===== config.mk =====
export PLATFORM = sky130hd
export DESIGN_NAME = arbitro_memoria_flat
export DESIGN_NICKNAME = d
export VERILOG_FILES = /design/src/rtl/arbitro_memoria_if.sv /design/src/rtl/arbitro_memoria.sv /design/src/flat_wrapper.sv
export SDC_FILE = /design/constraint.sdc
export NUM_CORES = 1
export LEC_CHECK = 0
export CORE_MARGIN = 8
export CORE_UTILIZATION = 40
export DETAILED_ROUTE_END_ITERATION = 12
export PLACE_DENSITY = 0.78
export RECOVER_POWER = 100
export SLEW_MARGIN = 15
export SYNTH_ARGS = -nofsm -noshare
export SYNTH_HDL_FRONTEND = slang
export SYNTH_SLANG_ARGS = --single-unit

===== constraint.sdc =====
create_clock -name clock -period 3.7 [get_ports clock]
set_input_delay 0.74 -clock clock [delete_from_list [all_inputs] [get_ports clock]]
set_output_delay 0.74 -clock clock [all_outputs]
set_load 0.02 [all_outputs]

===== src/rtl/arbitro_memoria_if.sv =====
// Bus bundle linking the fetch and load/store requesters, the memory arbiter and the unified memory.
interface arbitro_memoria_if #(
    parameter int LARGURA = 32
);
    // Handshake: a requester raises req with addr/we/wdata stable and holds them until its
    // one-cycle done pulse; rdata is valid from done until that port's next completion.
    // mem_en is a single-cycle strobe, mem_we is meaningful only while mem_en is high.
    logic               if_req;
    logic [LARGURA-1:0] if_addr;
    logic               if_done;
    logic [LARGURA-1:0] if_rdata;
    logic               dm_req;
    logic               dm_we;
    logic [LARGURA-1:0] dm_addr;
    logic [LARGURA-1:0] dm_wdata;
    logic               dm_done;
    logic [LARGURA-1:0] dm_rdata;
    logic               mem_en;
    logic               mem_we;
    logic [LARGURA-1:0] mem_addr;
    logic [LARGURA-1:0] mem_wdata;
    logic [LARGURA-1:0] mem_rdata;
    logic               sel_endereco;
    logic               ocupado;

    modport slave (
        input  if_req, if_addr, dm_req, dm_we, dm_addr, dm_wdata, mem_rdata,
        output if_done, if_rdata, dm_done, dm_rdata,
        output mem_en, mem_we, mem_addr, mem_wdata, sel_endereco, ocupado
    );

    modport master (
        output if_req, if_addr, dm_req, dm_we, dm_addr, dm_wdata, mem_rdata,
        input  if_done, if_rdata, dm_done, dm_rdata,
        input  mem_en, mem_we, mem_addr, mem_wdata, sel_endereco, ocupado
    );
endinterface


===== src/rtl/arbitro_memoria.sv =====
// Arbitrates one single-port, fixed-latency memory between instruction fetch (IF) and data access (DM).
module arbitro_memoria #(
    parameter int LARGURA      = 32,
    parameter int LATENCIA     = 1,
    parameter int MAX_SEGUIDAS = 2,
    localparam int CW = $clog2(MAX_SEGUIDAS + 1),
    localparam int LW = (LATENCIA > 1) ? $clog2(LATENCIA) : 1
) (
    input  logic                clock,
    input  logic                reset_n,
    arbitro_memoria_if.slave    bus,
    output logic [1:0]          estado_o,
    output logic [CW-1:0]       cont_dm_o
);

    typedef enum logic [1:0] {
        OCIOSO   = 2'd0,
        ACESSO   = 2'd1,
        ESPERA   = 2'd2,
        RESPOSTA = 2'd3
    } estado_t;

    estado_t            estado_q, estado_d;
    logic               sel_q, sel_d;
    logic               we_q, we_d;
    logic [LARGURA-1:0] addr_q, addr_d;
    logic [LARGURA-1:0] wdata_q, wdata_d;
    logic [CW-1:0]      cont_q, cont_d;
    logic [LW-1:0]      lat_q, lat_d;
    logic               mem_en_q, mem_en_d;
    logic               mem_we_q, mem_we_d;
    logic               if_done_q, if_done_d;
    logic               dm_done_q, dm_done_d;
    logic [LARGURA-1:0] if_rdata_q, if_rdata_d;
    logic [LARGURA-1:0] dm_rdata_q, dm_rdata_d;
    logic               concede_dm;

    always_comb begin
        estado_d   = estado_q;
        sel_d      = sel_q;
        we_d       = we_q;
        addr_d     = addr_q;
        wdata_d    = wdata_q;
        cont_d     = cont_q;
        lat_d      = lat_q;
        mem_en_d   = 1'b0;
        mem_we_d   = 1'b0;
        if_done_d  = 1'b0;
        dm_done_d  = 1'b0;
        if_rdata_d = if_rdata_q;
        dm_rdata_d = dm_rdata_q;
        concede_dm = 1'b0;
        case (estado_q)
            OCIOSO: begin
                if (bus.if_req || bus.dm_req) begin
                    // DM wins ties until it has taken MAX_SEGUIDAS grants in a row over a waiting IF
                    concede_dm = bus.dm_req && !(bus.if_req && cont_q == CW'(MAX_SEGUIDAS));
                    estado_d   = ACESSO;
                    sel_d      = concede_dm;
                    mem_en_d   = 1'b1;
                    if (concede_dm) begin
                        addr_d   = bus.dm_addr;
                        we_d     = bus.dm_we;
                        wdata_d  = bus.dm_wdata;
                        mem_we_d = bus.dm_we;
                        if (!bus.if_req)
                            cont_d = '0;
                        else if (cont_q != CW'(MAX_SEGUIDAS))
                            cont_d = cont_q + CW'(1);
                    end else begin
                        addr_d = bus.if_addr;
                        we_d   = 1'b0;
                        cont_d = '0;
                    end
                end
            end
            ACESSO: begin
                estado_d = ESPERA;
                lat_d    = LW'(LATENCIA - 1);
            end
            ESPERA: begin
                if (lat_q == '0) begin
                    if (!we_q) begin
                        if (sel_q) dm_rdata_d = bus.mem_rdata;
                        else       if_rdata_d = bus.mem_rdata;
                    end
                    if_done_d = !sel_q;
                    dm_done_d = sel_q;
                    estado_d  = RESPOSTA;
                end else begin
                    lat_d = lat_q - LW'(1);
                end
            end
            RESPOSTA: estado_d = OCIOSO;
            default:  estado_d = OCIOSO;
        endcase
    end

    always_ff @(posedge clock or negedge reset_n) begin
        if (!reset_n) begin
            estado_q   <= OCIOSO;
            sel_q      <= 1'b0;
            we_q       <= 1'b0;
            addr_q     <= '0;
            wdata_q    <= '0;
            cont_q     <= '0;
            lat_q      <= '0;
            mem_en_q   <= 1'b0;
            mem_we_q   <= 1'b0;
            if_done_q  <= 1'b0;
            dm_done_q  <= 1'b0;
            if_rdata_q <= '0;
            dm_rdata_q <= '0;
        end else begin
            estado_q   <= estado_d;
            sel_q      <= sel_d;
            we_q       <= we_d;
            addr_q     <= addr_d;
            wdata_q    <= wdata_d;
            cont_q     <= cont_d;
            lat_q      <= lat_d;
            mem_en_q   <= mem_en_d;
            mem_we_q   <= mem_we_d;
            if_done_q  <= if_done_d;
            dm_done_q  <= dm_done_d;
            if_rdata_q <= if_rdata_d;
            dm_rdata_q <= dm_rdata_d;
        end
    end

    assign bus.mem_en       = mem_en_q;
    assign bus.mem_we       = mem_we_q;
    assign bus.mem_addr     = addr_q;
    assign bus.mem_wdata    = wdata_q;
    assign bus.sel_endereco = sel_q;
    assign bus.ocupado      = (estado_q != OCIOSO);
    assign bus.if_done      = if_done_q;
    assign bus.if_rdata     = if_rdata_q;
    assign bus.dm_done      = dm_done_q;
    assign bus.dm_rdata     = dm_rdata_q;
    assign estado_o         = estado_q;
    assign cont_dm_o        = cont_q;

endmodule

===== src/flat_wrapper.sv =====
// flat-port wrapper written by rule: the top's interface ports become plain ports
module arbitro_memoria_flat 
#(
    parameter int LARGURA      = 32,
    parameter int LATENCIA     = 1,
    parameter int MAX_SEGUIDAS = 2,
    localparam int CW = $clog2(MAX_SEGUIDAS + 1),
    localparam int LW = (LATENCIA > 1) ? $clog2(LATENCIA) : 1
)
  (clock, reset_n, estado_o, cont_dm_o, bus_if_req, bus_if_addr, bus_dm_req, bus_dm_we, bus_dm_addr, bus_dm_wdata, bus_mem_rdata, bus_if_done, bus_if_rdata, bus_dm_done, bus_dm_rdata, bus_mem_en, bus_mem_we, bus_mem_addr, bus_mem_wdata, bus_sel_endereco, bus_ocupado);
  arbitro_memoria_if #(.LARGURA(LARGURA)) bus_i ();
  input  logic clock;
  input  logic reset_n;
  output logic [1:0] estado_o;
  output logic [CW-1:0] cont_dm_o;
  input wire logic [$bits(bus_i.if_req)-1:0] bus_if_req;
  input wire logic [$bits(bus_i.if_addr)-1:0] bus_if_addr;
  input wire logic [$bits(bus_i.dm_req)-1:0] bus_dm_req;
  input wire logic [$bits(bus_i.dm_we)-1:0] bus_dm_we;
  input wire logic [$bits(bus_i.dm_addr)-1:0] bus_dm_addr;
  input wire logic [$bits(bus_i.dm_wdata)-1:0] bus_dm_wdata;
  input wire logic [$bits(bus_i.mem_rdata)-1:0] bus_mem_rdata;
  output wire logic [$bits(bus_i.if_done)-1:0] bus_if_done;
  output wire logic [$bits(bus_i.if_rdata)-1:0] bus_if_rdata;
  output wire logic [$bits(bus_i.dm_done)-1:0] bus_dm_done;
  output wire logic [$bits(bus_i.dm_rdata)-1:0] bus_dm_rdata;
  output wire logic [$bits(bus_i.mem_en)-1:0] bus_mem_en;
  output wire logic [$bits(bus_i.mem_we)-1:0] bus_mem_we;
  output wire logic [$bits(bus_i.mem_addr)-1:0] bus_mem_addr;
  output wire logic [$bits(bus_i.mem_wdata)-1:0] bus_mem_wdata;
  output wire logic [$bits(bus_i.sel_endereco)-1:0] bus_sel_endereco;
  output wire logic [$bits(bus_i.ocupado)-1:0] bus_ocupado;
  assign bus_i.if_req = bus_if_req;
  assign bus_i.if_addr = bus_if_addr;
  assign bus_i.dm_req = bus_dm_req;
  assign bus_i.dm_we = bus_dm_we;
  assign bus_i.dm_addr = bus_dm_addr;
  assign bus_i.dm_wdata = bus_dm_wdata;
  assign bus_i.mem_rdata = bus_mem_rdata;
  assign bus_if_done = bus_i.if_done;
  assign bus_if_rdata = bus_i.if_rdata;
  assign bus_dm_done = bus_i.dm_done;
  assign bus_dm_rdata = bus_i.dm_rdata;
  assign bus_mem_en = bus_i.mem_en;
  assign bus_mem_we = bus_i.mem_we;
  assign bus_mem_addr = bus_i.mem_addr;
  assign bus_mem_wdata = bus_i.mem_wdata;
  assign bus_sel_endereco = bus_i.sel_endereco;
  assign bus_ocupado = bus_i.ocupado;
  arbitro_memoria #(.LARGURA(LARGURA), .LATENCIA(LATENCIA), .MAX_SEGUIDAS(MAX_SEGUIDAS)) u_core (.clock(clock), .reset_n(reset_n), .bus(bus_i), .estado_o(estado_o), .cont_dm_o(cont_dm_o));
endmodule

### Word-level counts from Yosys, hierarchy flattened

Cells that the tools add are included.

| storage, ports and cells | value |
|---|---|
| word-level logic and storage cells | 58 |
| input bits | 133 |
| register bits | 139 |

| cells by class | value |
|---|---|
| multiplexer cells | 18 |
| bitwise operators | 3 |
| add/subtract/negate cells | 2 |
| eq/ne operators | 8 |
| reduce and logical (&&, ||, !) cells | 14 |

Operator list:

| operator | count |
|---|---|
| $mux 32 | 1 |
| $mux 1 | 10 |
| $mux 2 | 5 |
| $pmux 2 s4 | 1 |
| $reduce_and 4->1 | 2 |
| $eq 2x2->1 const B | 3 |
| $reduce_and 3->1 | 2 |
| $ne 2x2->1 const B | 2 |
| $reduce_and 2->1 | 2 |
| $reduce_bool 2->1 | 2 |
| $ne 3x3->1 const B | 1 |
| $not 1->1 | 3 |
| $add 2x1->2 const B | 1 |
| $eq 2x1->1 const B | 1 |
| $logic_and 1x1->1 | 2 |
| $logic_not 1->1 | 2 |
| $logic_not 2->1 | 1 |
| $ne 2x1->1 const B | 1 |
| $pmux 1 s2 | 1 |
| $logic_or 1x1->1 | 1 |
| $sub 1x1->1 const B | 1 |

### Longest topological paths before layout

Gate-level depths: netlist of run 1.

| logic depth | value |
|---|---|
| word-level depth | 7 |
| depth in mapped cells | 8 |
| gate-level depth less buffers | 6 |

### Least setup slack after synthesis of run 1

No wires, ideal clock.

| path | value |
|---|---|
| path type | input-to-reg |
| from | input bus_if_req |
| to | register u_core.wdata_q[10] (netlist: u_core.bus.mem_wdata[10]) |
| stages on the path | 5 |
| slack | 1.875 ns |
| arrival | 1.700 ns |
| setup time | 0.125 ns |
| data required time | 3.575 ns |
| cell sequence | buf_2 > a21boi_4 > nand2_2 > buf_6 > mux2_4 |

| between the ends | value |
|---|---|
| word-level cells in the longest chain between the ends | 4 |

RTL lines:

| what | RTL line | RTL |
|---|---|---|
| start: declaration | flat_wrapper.sv:16 | `input wire logic [$bits(bus_i.if_req)-1:0] bus_if_req;` |
| $logic_and 1x1->1 | arbitro_memoria.sv:57 | `concede_dm = bus.dm_req && !(bus.if_req && cont_q == CW'(MAX_SEGUIDAS));` |
| $logic_not 1->1 | arbitro_memoria.sv:57 |  |
| $logic_and 1x1->1 | arbitro_memoria.sv:57 |  |
| $reduce_and 3->1 (no line) (*) | n/a |  |
| end signal: assignment | arbitro_memoria.sv:119 | `wdata_q <= wdata_d;` |
| end: declaration | arbitro_memoria.sv:27 | `logic [LARGURA-1:0] wdata_q, wdata_d;` |

Mark *: on every way between the ends. The rest lies on a longest branch, timed or not.
A chain may end at the register's enable or synchronous reset.

### Final worst setup path of run 1

| path | value |
|---|---|
| from | input bus_if_req |
| to | register u_core.addr_q[26] (netlist: u_core.bus.mem_addr[26]) |

| between the ends | value |
|---|---|
| word-level cells in the longest chain between the ends | 4 |

RTL lines:

| what | RTL line | RTL |
|---|---|---|
| $logic_and 1x1->1 | arbitro_memoria.sv:57 |  |
| $logic_not 1->1 | arbitro_memoria.sv:57 |  |
| $logic_and 1x1->1 | arbitro_memoria.sv:57 |  |
| $mux 32 | arbitro_memoria.sv:61 | `if (concede_dm) begin` |
| end signal: assignment | arbitro_memoria.sv:118 | `addr_q <= addr_d;` |
| end: declaration | arbitro_memoria.sv:26 | `logic [LARGURA-1:0] addr_q, addr_d;` |

Parallel ways exist; a longest one is shown, timed or not.

==> impl_metrics.yaml, run 1 <==
floorplan:
  start_util_pct: 40.4
  fp.dieArea_mm2: 0.0179
  core_mm2: 0.0137
  die_w_um: 134
  io_pins: 271
  num_rows: 43
  die_y_um: 134
place:
  place.gp.congestion: 0.733
  io_buffers: 270
  dpl.hpwl_um: 12800
cells_and_area:
  drive_above_1_share_pct: 15.0
  fillers: 1091
  nNetsFinal: 825
  antenna_cells: 0
  syn_to_final_growth_pct: 61.0
yosys:
  syn_area_mm2: 0.00554
  synth_seq_area_share_pct: 62.4
  syn_nets: 551
  synth_cells: 415
  ys_types: 25
  synth.avg_cell_area_um2: 13.3
  synth_seq_cells: 138
  yosysWarningCount: 0
route:
  drtIter0Drc: 160
  routed_wirelength_um: 16800
  drc_errors: 0
  post_drt_wl_per_cell_um: 19.0
  ant_nets: 0
  firstDrtPassIters: 4
  avgViaCountPerCell: 4.90
  vias: 4323
job:
  drv_cap: 3
timing:
  max_clock_freq_mhz: 340
  worst_hold_slack_ps: 467
  fin_crit_sh_pct: 79.5
  maxSlewViolCount: 101
  tns_ps: 0
  final-hold-violation-count: 0
  period_minus_slack_ps: 2940
  slew_headroom_pct: -24.7
  worst_pin_slew_ps: 1870
  rsz0062_at_grt: "false"
  setup_viol: 0
  skew_ps: 11.3
pwr:
  combPwrFrac_pct: 46.1
  max-vdd-ir-drop_mv: 0.398
  switching_share_pct: 37.0
  power.leakage_nw: 3.78
  clock_power_share_pct: 22.2
  power.switching_mw: 3.15
  seqPwrFrac_pct: 31.7
  p_int_mw: 5.35
  power_density_mw_per_mm2: 952
worst_hold_path:
  hp-class: "in2async"
critical_path:
  cp.required_ps: 4030
  max_stage_delay_ps: 1170
  cp-end-kind: "flip-flop"
  arrival_ps: 3270
  criticalPathCategory: "in2reg"
  path_cells: "dlygate4sd3_1 -> a21boi_0 -> clkbuf_1 -> a21oi_1 -> a21oi_1"
  crit_top_cell: "a21oi_1"
  startpoint_type: "input pin"
  crit_fanout: 34
  cp_slowest_cell: "clkbuf_1"
clock_network:
  cts_tree: "done"
  post_cts_resized: 0
  clock_latency_ps: 410
  clk_path_buf_depth: 2
  clk_pin_slew_ps: 60
  cts_root_buffer: "clkbuf_16"
  hold_buffers: 0
  htree_levels: 4
  cts_sinks: 138
  cts_buffers: 17
  post_cts_buffers: 0
global_routing:
  grt_pass1_vias: 4780
  track_usage_pct: 19.0
  grt_max_degree: 115
  grt_overflow_total: 0
  antenna_found_initial: 0
  grt_pass1_wl_um: 26700
status:
  status: "finished, violations left"
  violations: "capacitance limit, slew limit"
[final cells by class]
cell class | instances | area (um2) | area share (%)
Clock buffer | 17 | 425 | 4.77
Inverter | 5 | 18.8 | 0.211
Clock inverter | 15 | 239 | 2.68
Multi-Input combinational cell | 249 | 1820 | 20.4
Timing Repair Buffer | 278 | 2740 | 30.7
Sequential cell | 138 | 3450 | 38.7
Tap cell | 180 | 225 | 2.53
[path summary, 6_finish.rpt]
check | from | depth (start not counted) | endpoint | slack (ps)
max | bus_if_req | 5 | u_core.bus.mem_addr[26] | 760
min | reset_n | 1 | u_core.bus.if_rdata[1] | 470
max reg2reg | u_core.estado_o[0] | 5 | u_core.bus.if_rdata[9] | 760
min reg2reg | u_core.bus.mem_wdata[6] | 1 | u_core.bus.mem_wdata[6] | 490
max in group asynchronous | reset_n | 2 | u_core.bus.mem_wdata[15] | 1730
min in group clock | u_core.bus.mem_wdata[6] | 1 | u_core.bus.mem_wdata[6] | 490
[per-layer routing]
| layer | up-vias | share of wire [%] | global-route usage (%) |
|---|---|---|---|
| li1 | 1984 | - | - |
| met1 | 2110 | 39 | 21.5 |
| met2 | 203 | 49 | 30.9 |
| met3 | 26 | 10 | 8.55 |
| met4 | 0 | 2.2 | 7.30 |
| met5 | - | 0 | 0 |
[cell families after synthesis]
kind of cell	Yosys count	synth area share, %
AO/OA/AOI/OAI	71	6.87
adder cells (fa/ha/maj)	3	0.678
buffers and inverters	28	2.60
flip-flops	138	62.4
multiplexers	97	21.7
AND/OR/NAND/NOR	78	5.79
[through the flow]
stage	setup slack [ps]	total power, mW	std cells	instance area (um2)	utilization, %
6_report	760	8.49	882	8910	65.0
5_1_grt	536	8.98	882	8910	65.0
4_1_cts	1010	9.11	882	9070	66.1
3_5_place_dp	898	7.19	850	8410	61.3
3_3_place_gp	961	7.05	850	8410	61.3
2_1_floorplan	1880	5.00	415	5540	-
[sequential cells by signal, indices dropped and copies added, names as in the netlist, 2 cells and up]
signal / flops
u_core.estado_o: 2
u_core.bus.mem_wdata: 32
u_core.bus.mem_addr: 32
u_core.bus.dm_rdata: 32
u_core.cont_dm_o: 2
u_core.bus.if_rdata: 32
[critical path, delay by kind of cell]
kind,cells,cell delay [ps]
buffers and inverters,2,1780
AO/OA/AOI/OAI,3,730
[cells in the final DEF (no fill, tap or decap), types with 2 or more instances in the layout]
master           count
dlygate4sd3_1      139
dfrtp_1            138
clkdlybuf4s50_1    130
mux2_2              68
a21oi_1             65
nand2_1             37
nor2_1              33
mux2_1              27
clkbuf_16           17
clkbuf_1             7
inv_1                5
bufinv_16            5
clkinv_4             4
o21ai_0              3
ha_1                 3
inv_6                3
mux2_4               2
inv_8                2
[cell usage after synthesis]
library cell / number / area, um2
and3_1: 1 / 6.26
a21o_1: 1 / 7.51
ha_1: 3 / 37.5
a21bo_2: 1 / 10.0
and2_1: 1 / 6.26
nor2b_1: 1 / 6.26
o21ai_2: 1 / 8.76
or3_1: 1 / 6.26
dfrtp_1: 138 / 3450
o21ai_0: 2 / 10.0
mux2_2: 68 / 766
nand3b_1: 1 / 7.51
nor2_1: 33 / 124
nand3_1: 1 / 5.00
nand2_1: 36 / 135
mux2_4: 29 / 435
a21boi_4: 1 / 18.8
nor3b_2: 1 / 12.5
inv_1: 5 / 18.8
a21oi_1: 65 / 325
buf_2: 13 / 65.1
buf_6: 3 / 33.8
nor3_1: 1 / 5.00
nand2_2: 1 / 6.26
clkbuf_1: 7 / 26.3
[power groups by stage]
stage / registers, mW / logic [mW] / clock network, mW
detailed placement: 2.76 / 4.43 / 0
global route: 2.79 / 4.19 / 2.00
CTS: 2.75 / 4.44 / 1.93
global placement: 2.73 / 4.32 / 0
finish: 2.69 / 3.92 / 1.88
floorplan: 3.63 / 1.38 / 0
Power figures use the tool's default switching activity.
==> run 2, diff against run 1 <==
Clock period 3.7 ns to 3.1 ns, I/O delays scaled along.
==> run 2 against run 1 <==
  * The flow still finishes with violations (capacitance limit, slew limit)
  * Clock skew decreased by 1.9 ps
  * Register-to-register slack worse by 170 ps
  * Total power increased by 17%
  * Sequential power grew 19%
  * Utilization is 0.33 points lower
  * Combinational power is 19% higher
  * Flip-flop and latch count unchanged
  * Die area stayed put
  * Clock power is 9.6% higher
  * Via count shrank 0.32%
  * Count of clock-buffer cells in the layout up 2
  * Largest power group unchanged
==> impl_metrics.yaml, run 2 (synthesized netlist as in run 1, its figures left out) <==
floorplan:
  start_util_pct: 40.4
  core_mm2: 0.0137
  die_w_um: 134
  num_rows: 43
  fp.dieArea_mm2: 0.0179
  io_pins: 271
  die_y_um: 134
timing:
  final-hold-violation-count: 0
  worst_slack_ps: 523
  fin_crit_sh_pct: 83.1
  setup_viol: 0
  worst_hold_slack_ps: 487
  tns_ps: 0
  worst_pin_slew_ps: 1550
  period_minus_slack_ps: 2580
  rsz0062_at_grt: "false"
  maxSlewViolCount: 34
  max_clock_freq_mhz: 388
  slew_headroom_pct: -3.56
  skew_ps: 9.36
place:
  placed_area_mm2: 0.00843
  place_inst: 850
  dpl.hpwl_um: 12900
  io_buffers: 270
  place.gp.congestion: 0.737
  place_ws_ps: 668
clock_network:
  clock_latency_ps: 420
  cts_tree: "done"
  post_cts_resized: 0
  cts_sinks: 138
  cts_buffers: 17
  clk_pin_slew_ps: 60
  hold_buffers: 0
  clk_path_buf_depth: 2
  cts_root_buffer: "clkbuf_16"
  htree_levels: 4
  post_cts_buffers: 0
cells_and_area:
  fin_util_pct: 64.7
  fin_cells: 882
  final_cell_mix: "dlygate4sd3_1 (139), dfrtp_1 (138), clkdlybuf4s50_1 (130), mux2_2 (68), a21oi_1 (65)"
  final_cell_area_mm2: 0.00887
  drive_above_1_share_pct: 15.7
  antenna_cells: 0
  final_common_cell: "dlygate4sd3_1"
  nNetsFinal: 825
  syn_to_final_growth_pct: 60.2
status:
  violations: "capacitance limit, slew limit"
  status: "finished, violations left"
critical_path:
  crit_end: "bus_ocupado"
  startpoint_type: "flip-flop"
  crit_top_cell: "inv_1"
  path_cells: "inv_1 -> ha_1 -> inv_1 -> dlygate4sd3_1"
  r2r_slack_ps: 590
  max_stage_delay_ps: 670
  cp_slowest_cell: "dlygate4sd3_1"
  crit_fanout: 7
  cp-end-kind: "primary output"
  startpoint: "u_core.estado_o[0]"
  arrival_ps: 1960
  timing.rr.start: "u_core.estado_o[0]"
  reg2reg_depth: 7
  criticalPathCategory: "reg2out"
  cp.required_ps: 2480
  r2r-end: "u_core.bus.mem_addr[25]"
global_routing:
  antenna_found_initial: 0
  grt_max_degree: 63
  track_usage_pct: 19.3
  grt_pass1_wl_um: 26800
  grt_overflow_total: 0
  grt_pass1_vias: 4732
pwr:
  seqPwrFrac_pct: 32.2
  power_density_mw_per_mm2: 1120
  clock_power_share_pct: 20.7
  power.leakage_nw: 3.76
  power.switching_mw: 3.77
  switching_share_pct: 37.9
  p_int_mw: 6.16
  combPwrFrac_pct: 47.1
  max-vdd-ir-drop_mv: 0.491
  finalPower_mw: 9.93
job:
  drv_cap: 2
route:
  drtIter0Drc: 201
  routed_wirelength_um: 17100
  firstDrtPassIters: 4
  ant_nets: 0
  drc_errors: 0
  avgViaCountPerCell: 4.89
  vias: 4309
  post_drt_wl_per_cell_um: 19.4
worst_hold_path:
  hp-class: "reg2reg"
  hp-start: "u_core.bus.mem_wdata[19]"
==> run 2: changes by cell type in the layout (fill, tap and decap cells not counted), sizes merged <==
| cell | before | now |
|---|---|---|
| inv | 10 | 12 |
| clkinv | 5 | 0 |
| bufinv | 5 | 2 |
| clkbuf | 24 | 26 |
| clkinvlp | 0 | 4 |
==> run 2: how the worst min path moves through the flow <==
stage	depth (start not counted)	slack, ps	endpoint
floorplan	0	320	u_core.bus.dm_done
global placement	1	490	u_core.bus.dm_rdata[30]
detailed placement	1	490	u_core.bus.dm_rdata[29]
CTS	1	170	u_core.bus.if_rdata[2]
global route	1	510	u_core.bus.mem_wdata[18]
finish	1	490	u_core.bus.mem_wdata[19]
==> run 2: area by class of cell <==
type	count	area (um2)
Clock buffer	19	453
Fill cell	1084	4850
Timing Repair Buffer	278	2750
Sequential cell	138	3450
Inverter	5	18.8
Multi-Input combinational cell	249	1810
Clock inverter	13	154
Tap cell	180	225
==> run 2: power groups by stage <==
stage | combinational, mW | clock [mW] | sequential, mW
after global placement | 5.19 | 0 | 3.23
after detailed placement | 5.30 | 0 | 3.28
after CTS | 5.31 | 2.11 | 3.27
after global routing | 4.99 | 2.18 | 3.33
final | 4.67 | 2.06 | 3.20
after floorplan | 1.64 | 0 | 4.33
==> run 2: critical path, delay by kind of cell, from the launching register on <==
kind	cells	cell delay (ps)
buffers and inverters	3	840
adder cells (fa/ha/maj)	1	300
flip-flops	1	400
==> run 2: per-layer routing <==
layer	vias to the layer above	GRT usage, %	part of all wire (%)
li1	1977	-	-
met1	2098	21.9	39
met2	207	31.2	49
met3	27	8.89	9.6
met4	0	7.05	2.3
met5	-	0	0
